### src/rtl/jt900h_memwait.sv
// jt900h_memwait: wait-state bridge between the jt900h RAM port and a
// req/ack memory, with a one-word read cache and an access timeout.
module jt900h_memwait #(
    parameter int TOUT = 255
) (
    input  logic        rst,
    input  logic        clk,
    input  logic        cen_in,
    output logic        cpu_cen,
    input  logic [23:0] cpu_addr,
    input  logic [15:0] cpu_dout,
    input  logic [1:0]  cpu_we,
    output logic [15:0] cpu_din,
    output logic        mem_req,
    output logic [22:0] mem_addr,
    output logic [1:0]  mem_we,
    output logic [15:0] mem_wdata,
    input  logic [15:0] mem_rdata,
    input  logic        mem_ack,
    output logic        err
);

    typedef enum logic [1:0] {
        IDLE,
        BUSY,
        DONE
    } state_t;

    // Timer value seen in the last BUSY cycle before giving up
    localparam logic [7:0] TLAST = 8'(TOUT - 1);

    state_t      state_q, state_d;
    logic [22:0] tag_q, tag_d;
    logic [15:0] data_q, data_d;
    logic        valid_q, valid_d;
    logic        req_q, req_d;
    logic [22:0] addr_q, addr_d;
    logic [1:0]  we_q, we_d;
    logic [15:0] wdata_q, wdata_d;
    logic [7:0]  timer_q, timer_d;
    logic        err_q, err_d;
    logic        rdto_q, rdto_d;
    logic        cen_c;
    logic [15:0] din_c;
    logic        hit;

    assign hit = valid_q && (tag_q == cpu_addr[23:1]);

    // Next-state, cache update and CPU-side outputs
    always_comb begin
        state_d = state_q;
        tag_d   = tag_q;
        data_d  = data_q;
        valid_d = valid_q;
        req_d   = req_q;
        addr_d  = addr_q;
        we_d    = we_q;
        wdata_d = wdata_q;
        timer_d = timer_q;
        err_d   = err_q;
        rdto_d  = rdto_q;
        cen_c   = 1'b0;
        din_c   = data_q;
        case (state_q)
            IDLE: begin
                if (cpu_we == 2'b00 && hit) begin
                    cen_c = cen_in;
                end else begin
                    addr_d  = cpu_addr[23:1];
                    we_d    = cpu_we;
                    wdata_d = cpu_dout;
                    req_d   = 1'b1;
                    timer_d = 8'd0;
                    state_d = BUSY;
                end
            end
            BUSY: begin
                timer_d = timer_q + 8'd1;
                if (mem_ack) begin
                    req_d   = 1'b0;
                    state_d = DONE;
                    if (we_q == 2'b00) begin
                        tag_d   = addr_q;
                        data_d  = mem_rdata;
                        valid_d = 1'b1;
                    end else if (tag_q == addr_q) begin
                        if (we_q[1]) data_d[15:8] = wdata_q[15:8];
                        if (we_q[0]) data_d[7:0]  = wdata_q[7:0];
                    end
                end else if (timer_q == TLAST) begin
                    req_d   = 1'b0;
                    err_d   = 1'b1;
                    state_d = DONE;
                    if (we_q == 2'b00) begin
                        valid_d = 1'b0;
                        rdto_d  = 1'b1;
                    end
                end
            end
            DONE: begin
                cen_c = cen_in;
                if (rdto_q) din_c = 16'hFFFF;
                if (cen_in) begin
                    state_d = IDLE;
                    rdto_d  = 1'b0;
                end
            end
            default: state_d = IDLE;
        endcase
    end

    // State and datapath registers
    always_ff @(posedge clk or posedge rst) begin
        if (rst) begin
            state_q <= IDLE;
            tag_q   <= '0;
            data_q  <= '0;
            valid_q <= 1'b0;
            req_q   <= 1'b0;
            addr_q  <= '0;
            we_q    <= '0;
            wdata_q <= '0;
            timer_q <= '0;
            err_q   <= 1'b0;
            rdto_q  <= 1'b0;
        end else begin
            state_q <= state_d;
            tag_q   <= tag_d;
            data_q  <= data_d;
            valid_q <= valid_d;
            req_q   <= req_d;
            addr_q  <= addr_d;
            we_q    <= we_d;
            wdata_q <= wdata_d;
            timer_q <= timer_d;
            err_q   <= err_d;
            rdto_q  <= rdto_d;
        end
    end

    assign cpu_cen   = cen_c & ~rst;
    assign cpu_din   = din_c;
    assign mem_req   = req_q;
    assign mem_addr  = addr_q;
    assign mem_we    = we_q;
    assign mem_wdata = wdata_q;
    assign err       = err_q;

endmodule

### config.mk
export PLATFORM = sky130hd
export DESIGN_NAME = jt900h_memwait
export DESIGN_NICKNAME = d
export VERILOG_FILES = /design/src/rtl/jt900h_memwait.sv
export SDC_FILE = /design/constraint.sdc
export NUM_CORES = 1
export LEC_CHECK = 0
export ABC_AREA = 0
export CORE_ASPECT_RATIO = 0.5
export CORE_MARGIN = 2
export CORE_UTILIZATION = 49
export DETAILED_ROUTE_END_ITERATION = 10
export PLACE_DENSITY_LB_ADDON = 0.25
export SLEW_MARGIN = 20
export SYNTH_ARGS = -nofsm -noshare
export SYNTH_HDL_FRONTEND = slang
export SYNTH_SLANG_ARGS = --single-unit
### constraint.sdc
create_clock -name clk -period 3.9 [get_ports clk]
set_input_delay 0.585 -clock clk [delete_from_list [all_inputs] [get_ports clk]]
set_output_delay 0.585 -clock clk [all_outputs]
set_load 0.02 [all_outputs]
==> results of run 1 <==
-- registers in the layout (all words and copies together), names as in the netlist --
register / flops
mem_we: 2
state_q: 2
tag_q: 23
valid_q: 1
mem_req: 1
mem_wdata: 16
mem_addr: 23
rdto_q: 1
data_q: 16
err: 1
timer_q: 8
-- cell families after synthesis --
family / count (synthesis) / share of synthesized area
AND/OR/NAND/NOR: 99 / 0.123
flip-flops: 94 / 0.498
multiplexers: 65 / 0.184
XOR/XNOR: 47 / 0.0872
AO/OA/AOI/OAI: 38 / 0.0776
buffers and inverters: 20 / 0.0244
adder cells (fa/ha/maj): 2 / 0.00530
-- layer usage --
layer  wire length, um  track usage  vias to the layer above  part of all wire
met3               537       0.0489                        6             0.051
met2              4970        0.339                       95              0.47
met4                76       0.0660                        0            0.0072
li1                  -            -                     1550                 -
met1              5050        0.295                     1612              0.47
met5                 0            0                        -                 0
-- worst max path at each step --
stage | to | slack, ns | depth (start not counted)
2_1_floorplan | data_q[0] | 0.87 | 1
3_3_place_gp | cpu_cen | 0.54 | 7
3_5_place_dp | cpu_cen | 0.45 | 7
4_1_cts | cpu_cen | 0.45 | 7
5_1_grt | cpu_cen | 0.36 | 7
6_report | cpu_cen | 0.50 | 7
-- cells in the final DEF (no fill, tap or decap), drive strengths merged, types with 2 or more instances in the layout --
cell	netlist	layout
mux2	65	65
o221a	16	16
nand4	8	8
and2	3	3
nand2b	18	18
clkdlybuf4s50	0	120
nand3	9	9
dfrtp	94	94
clkinvlp	0	2
nor4	9	9
clkbuf	7	11
inv	6	5
a21oi	4	4
bufinv	0	2
xnor2	24	24
ha	2	2
nor2	7	7
o21a	2	2
nor3	4	4
nand2	14	14
buf	7	7
clkinv	0	2
nand4b	4	4
o21ai	6	6
xor2	23	23
or2	19	19
o31ai	4	4
-- where the power goes --
group | leakage, nW | internal [mW] | switching, mW
combinational | 1.39 | 1.51 | 1.12
clock | 0.146 | 0.563 | 0.372
sequential | 1.11 | 1.44 | 0.464
total | 2.65 | 3.51 | 1.96
-- area by class of cell --
type | instances | area [um^2] | area share
Sequential cell | 94 | 2350 | 0.369
Clock inverter | 5 | 83.8 | 0.0131
Multi-Input combinational cell | 251 | 2250 | 0.353
Timing Repair Buffer | 127 | 1270 | 0.198
Tap cell | 135 | 169 | 0.0265
Inverter | 6 | 23.8 | 0.00372
Clock buffer | 11 | 233 | 0.0365
==> summary.md, run 1 <==
| Metric | Value |
|---|---|
| Post-DP HPWL | `about 7.5 mm` |
| Sink Count | `between 90 and 100` |
| Ratio of cells with drive above 1 in the final layout | `0.231` |
| Top post-synthesis cells by area | `dfrtp_1 (50%), mux2_4 (12%), mux2_2 (6.7%)` |
| CP dominant cell by count | `clkdlybuf4s50_1` |
| CP bufs+invs | `2` |
| Tmin final | `between 3 and 4 ns` |
| Core Box Area | `~9400 um^2` |
| CP Capture Type | `primary output` |
| Global route total overflow | `0` |
| Syn Area/Cell | `between 10 and 15 um^2` |
| Setup tns final | `0 ns` |
| Post-CTS Repair Setup Buffers | `0` |
| Number of buffers created by CTS | `9` |
| Slew Viols, Final | `0` |
| Synth Instances | `between 300 and 400` |
| Max VDD drop | `between 400 and 500 uV` |
| Final core utilization | `0.678` |
| DR iter-0 viols | `around 160` |
| Antenna diodes | `0` |
| PnR worst setup slack | `0.501 ns` |
| Leak Pwr | `~2.7 nW` |
| Worst path slowest cell | `clkdlybuf4s50_1` |
| Post-DRT Antenna Nets | `0` |
| DRC Markers | `0` |
| Via count | `3263` |
| Count leader, synth | `dfrtp_1` |
| Slew @ Worst Pin | `a little over 0.7 ns` |
| Synth cell count leaders | `dfrtp_1 (94), mux2_4 (37), mux2_2 (28)` |
| P per Cell Area | `approximately 860 nW/um^2` |
| Endpoints failing setup | `0` |
| Initial DRT Pass Iterations | `4` |
| Hold_ws | `about 0.47 ns` |
| Layout Area Growth over Synthesis | `35.2%` |
| Initial antenna violation count | `0` |
| Final Hold Viols | `0` |
| Hold worst-path end | `err` |
| CP Data Required Time | `between 3 and 4 ns` |
| Vias in the first global route | `roughly 3200` |
| Most common flop cell mapped by yosys | `dfrtp_1` |
| Reg clk slew, reported paths | `0.06 ns` |
| Worst path top cell family by delay | `buffers and inverters` |
| Async S/R FF share, synth | `1.00` |
| Yosys reg bits | `94` |
| Worst skew pair latency | `between 0.3 and 0.4 ns` |
| Netlist Area Pre-Place | `roughly 4700 um^2` |
| Routability congestion estimate | `between 0.8 and 0.9` |
| Clock skew | `between 0.007 and 0.008 ns` |
| Finished Cell Area | `~6400 um^2` |
| YS warnings | `0` |
| Die W | `~140 um` |
| Cts hold-fix bufs | `0` |
| Setup WS pre-CTS | `roughly 0.45 ns` |
| CP Max Fanout | `4` |
| Critical R2R Launch | `state_q[0]` |
| Worst EP arrival | `about 2.8 ns` |
| Area leader, netlist | `dfrtp_1` |
| Reg2reg setup slack | `between 1 and 1.5 ns` |
| Rows | `25` |
| Worst Hold Class | `flip-flop to flip-flop` |
| Worst path cell trace | `clkdlybuf4s50_1, xnor2_1, nand4_1, nor4_4, nand2_1, a21oi_1, clkdlybuf4s50_1` |
| Final worst-path cycle share | `0.872` |
| Die Span Y | `about 73 um` |
| Max_slew headroom | `0.515` |
| Hold path depth | `1` |
| Setup crit start kind | `input port` |
| First-pass GRT wire length | `roughly 17 mm` |
| IO buf count | `120` |
| Distinct cells, synth | `39` |
| Post-CTS sizing | `0` |
| Setup crit start | `cpu_addr[6]` |
| Post-synth EDFFs | `0` |
| Die area | `10500 um^2` |
| Vias per cell | `just over 5` |
| Root Buffer | `clkbuf_16` |
| # nets final | `between 500 and 600` |
| R2r endpoint | `data_q[4]` |
| Pin count of the biggest net entering global routing | `55` |
| Total power draw | `roughly 5.5 mW` |
| Initial cell density of the core | `0.502` |
| Maximum operating frequency | `~290 MHz` |
| RSZ-0062 raised after global routing | `no` |
| CTS Buffer Depth | `2` |
| Share of the synthesized area in the top cell type | `0.498` |
| Mapped Nets | `between 400 and 500` |
| All-layer global routing usage | `0.213` |
| Critical path class | `input port to primary output` |
| Cells after DPL | `approximately 610` |
| Placed cell areas | `6070 um^2` |
| Hold Crit Start | `err` |
| Max-Cap Viols | `0` |
| Total wire length | `~11 mm` |
| Wire per inst | `16.9 um` |
| Boundary Pins | `about 120` |
| Post-synthesis sequential area ratio | `0.498` |
| CTS tree | `done` |
| Run status | `finished, final reports clean` |
| H-tree depth | `3` |
| Filler instances | `704` |
| Post-route insts no fill | `629` |
| Reg2reg path depth | `5` |
| Max incr delay on CP | `between 0.6 and 0.7 ns` |
Note: power is estimated with default switching activity, not from simulation.
==> run 2, diff against run 1 <==
--- a/config.mk
+++ b/config.mk
@@ -10,6 +10,7 @@
 export CORE_MARGIN = 2
 export CORE_UTILIZATION = 49
 export DETAILED_ROUTE_END_ITERATION = 10
+export GPL_TIMING_DRIVEN = 0
 export PLACE_DENSITY_LB_ADDON = 0.25
 export SLEW_MARGIN = 20
 export SYNTH_ARGS = -nofsm -noshare
==> run 2 against run 1 <==
Compared with the run above: sequential share of layout area fell by 0.21 points; count of clock-buffer cells in the layout stayed put; total power is 0.12% higher; combinational power increased by 4%; first-iteration DRC count up 33%; die area did not move; non-clock buffer count increased by 8; utilization up 0.39 points; setup slack got worse by 0.23 ns; worst hold slack improved by 0.0020 ns; flip-flop and latch count did not move.
==> summary.md, run 2 (synthesis gave the netlist of run 1 again) <==
| Metric | Value |
|---|---|
| CP Max Fanout | `6 (was 4)` |
| Die area | `10500 um^2 (unchanged)` |
| Vias per cell | `5.25 (was 5.19)` |
| Pin count of the biggest net entering global routing | `66 (was 55)` |
| Max VDD drop | `435 uV (was 417 uV)` |
| Metal3 WL | `623 um (was 537 um)` |
| Slew @ Worst Pin | `0.635 ns (was 0.726 ns)` |
| Endpoints failing setup | `0 (unchanged)` |
| Vias in the first global route | `3297 (was 3249)` |
| Worst EP arrival | `3.05 ns (was 2.81 ns)` |
| Final core utilization | `0.682 (was 0.678)` |
| Run status | `finished, final reports clean (unchanged)` |
| Critical path class | `input port to primary output (unchanged)` |
| H-tree depth | `3 (unchanged)` |
| # nets final | `561 (was 553)` |
| Layout Area Growth over Synthesis | `35.9% (was 35.2%)` |
| Most common cell after layout, fill and taps aside | `clkdlybuf4s50_1 (unchanged)` |
| Metal2 WL | `5.06 mm (was 4.97 mm)` |
| Final worst-path cycle share | `0.931 (was 0.872)` |
| Maximum operating frequency | `275 MHz (was 294 MHz)` |
| Wire per inst | `17.2 um (was 16.9 um)` |
| Post-CTS sizing | `0 (unchanged)` |
| All-layer global routing usage | `0.216 (was 0.213)` |
| Leak Pwr | `2.66 nW (was 2.65 nW)` |
| Worst Hold Class | `flip-flop to flip-flop (unchanged)` |
| Placed cell areas | `6120 um^2 (was 6070 um^2)` |
| Cts hold-fix bufs | `0 (unchanged)` |
| CTS Buffer Depth | `2 (unchanged)` |
| Initial antenna violation count | `0 (unchanged)` |
| Core Box Area | `9420 um^2 (unchanged)` |
| Sink Count | `94 (unchanged)` |
| Hold_ws | `0.471 ns (was 0.469 ns)` |
| Cells after DPL | `621 (was 613)` |
| Total wire length | `10.9 mm (was 10.6 mm)` |
| CP endpoint | `cpu_cen (unchanged)` |
| Finished Cell Area | `6420 um^2 (was 6380 um^2)` |
| Combinational Power Share | `0.498 (was 0.482)` |
| Most frequent cells in the layout | `clkdlybuf4s50_1 (120), dfrtp_1 (94), mux2_4 (37), mux2_2 (28), xnor2_1 (24) (unchanged)` |
| Setup crit start kind | `input port (unchanged)` |
| Boundary Pins | `122 (unchanged)` |
| Worst skew pair latency | `0.34 ns (about the same)` |
| Initial cell density of the core | `0.502 (unchanged)` |
| P per Cell Area | `853 nW/um^2 (was 857 nW/um^2)` |
| Max_slew headroom | `0.575 (was 0.515)` |
| Max-Cap Viols | `0 (unchanged)` |
| Post-DP HPWL | `7.97 mm (was 7.51 mm)` |
| Cell-internal power | `3.46 mW (was 3.51 mW)` |
| Reg2reg setup slack | `1.57 ns (was 1.35 ns)` |
| Clock skew | `0.00718 ns (was 0.00712 ns)` |
| Post-route insts no fill | `637 (was 629)` |
| First-pass GRT wire length | `17.3 mm (was 17.1 mm)` |
| CP Data Required Time | `3.31 ns (about the same)` |
| Antenna diodes | `0 (unchanged)` |
| Sequential share of power | `0.345 (was 0.347)` |
| Tmin final | `3.63 ns (was 3.40 ns)` |
| Ratio of cells with drive above 1 in the final layout | `0.233 (was 0.231)` |
| DRC Markers | `0 (unchanged)` |
| DR iter-0 viols | `210 (was 158)` |
| CP Capture Type | `primary output (unchanged)` |
| Uppermost layer routed | `met4 (unchanged)` |
| Die W | `143 um (unchanged)` |
| Setup WS pre-CTS | `0.273 ns (was 0.447 ns)` |
| M1 wire length | `5.12 mm (was 5.05 mm)` |
| Reg2reg path depth | `5 (unchanged)` |
| Root Buffer | `clkbuf_16 (unchanged)` |
| Initial DRT Pass Iterations | `5 (was 4)` |
| Final Hold Viols | `0 (unchanged)` |
| PnR worst setup slack | `0.268 ns (was 0.501 ns)` |
| Via count | `3343 (was 3263)` |
| Global route total overflow | `0 (unchanged)` |
| RSZ-0062 raised after global routing | `no (unchanged)` |
| R2r endpoint | `data_q[13] (was data_q[4])` |
| CTS tree | `done (unchanged)` |
| Setup crit start | `cpu_we[1] (was cpu_addr[6])` |
| Slew Viols, Final | `0 (unchanged)` |
| Routability congestion estimate | `0.816 (was 0.839)` |
| Total power draw | `5.47 mW (about the same)` |
| Post-DRT Antenna Nets | `0 (unchanged)` |
| Setup tns final | `0 ns (unchanged)` |
| Switching portion of total power | `0.369 (was 0.358)` |
| Rows | `25 (unchanged)` |
| Post-CTS Repair Setup Buffers | `0 (unchanged)` |
| Sw Pwr | `2.02 mW (was 1.96 mW)` |
| Die Span Y | `73.4 um (unchanged)` |
| Number of buffers created by CTS | `9 (unchanged)` |
| Clock power share | `0.157 (was 0.171)` |
| Critical R2R Launch | `tag_q[7] (was state_q[0])` |
| IO buf count | `120 (unchanged)` |
| Reg clk slew, reported paths | `0.06 ns (about the same)` |
-- run 2: cell types whose count changed in the layout (fill, tap and decap cells not counted), sizes merged --
cell,change
buf,+1
clkbuf,+7
inv,+2
bufinv,-2
-- run 2: worst min-delay path by stage --
| stage | startpoint | endpoint | cells after the start |
|---|---|---|---|
| 2_1_floorplan | valid_q | valid_q | 2 |
| 3_3_place_gp | err | err | 1 |
| 3_5_place_dp | err | err | 1 |
| 4_1_cts | err | err | 1 |
| 5_1_grt | rdto_q | rdto_q | 1 |
| 6_report | err | err | 1 |
-- run 2: power groups by stage --
stage          Combinational, mW  Sequential [mW]  Clock [mW]
6_report                    2.73             1.89       0.858
5_1_grt                     2.91             1.95       0.920
4_1_cts                     2.75             1.89       0.875
3_5_place_dp                2.74             1.90           0
3_3_place_gp                2.69             1.87           0
2_1_floorplan               1.53             2.08           0
-- run 2: routing by layer --
metal / up-vias / GRT usage
met5: - / 0
met4: 0 / 0.0572
met3: 15 / 0.0515
met2: 98 / 0.343
met1: 1650 / 0.300
li1: 1580 / -
-- run 2: layout make-up --
| class | instances | area (um^2) |
|---|---|---|
| Sequential cell | 94 | 2350 |
| Clock inverter | 5 | 41.3 |
| Timing Repair Buffer | 121 | 1230 |
| Clock buffer | 11 | 253 |
| Multi-Input combinational cell | 251 | 2250 |
| Buffer | 14 | 92.6 |
| Tap cell | 135 | 169 |
| Inverter | 6 | 27.5 |
| Fill cell | 700 | 3000 |
-- run 2: critical path, stage by stage --
cell	delay, ns
clkdlybuf4s50_1	0.44
nor3b_1	0.30
nand4_1	0.19
nor4_4	0.52
nand2_1	0.20
a21oi_1	0.20
clkdlybuf4s50_1	0.62
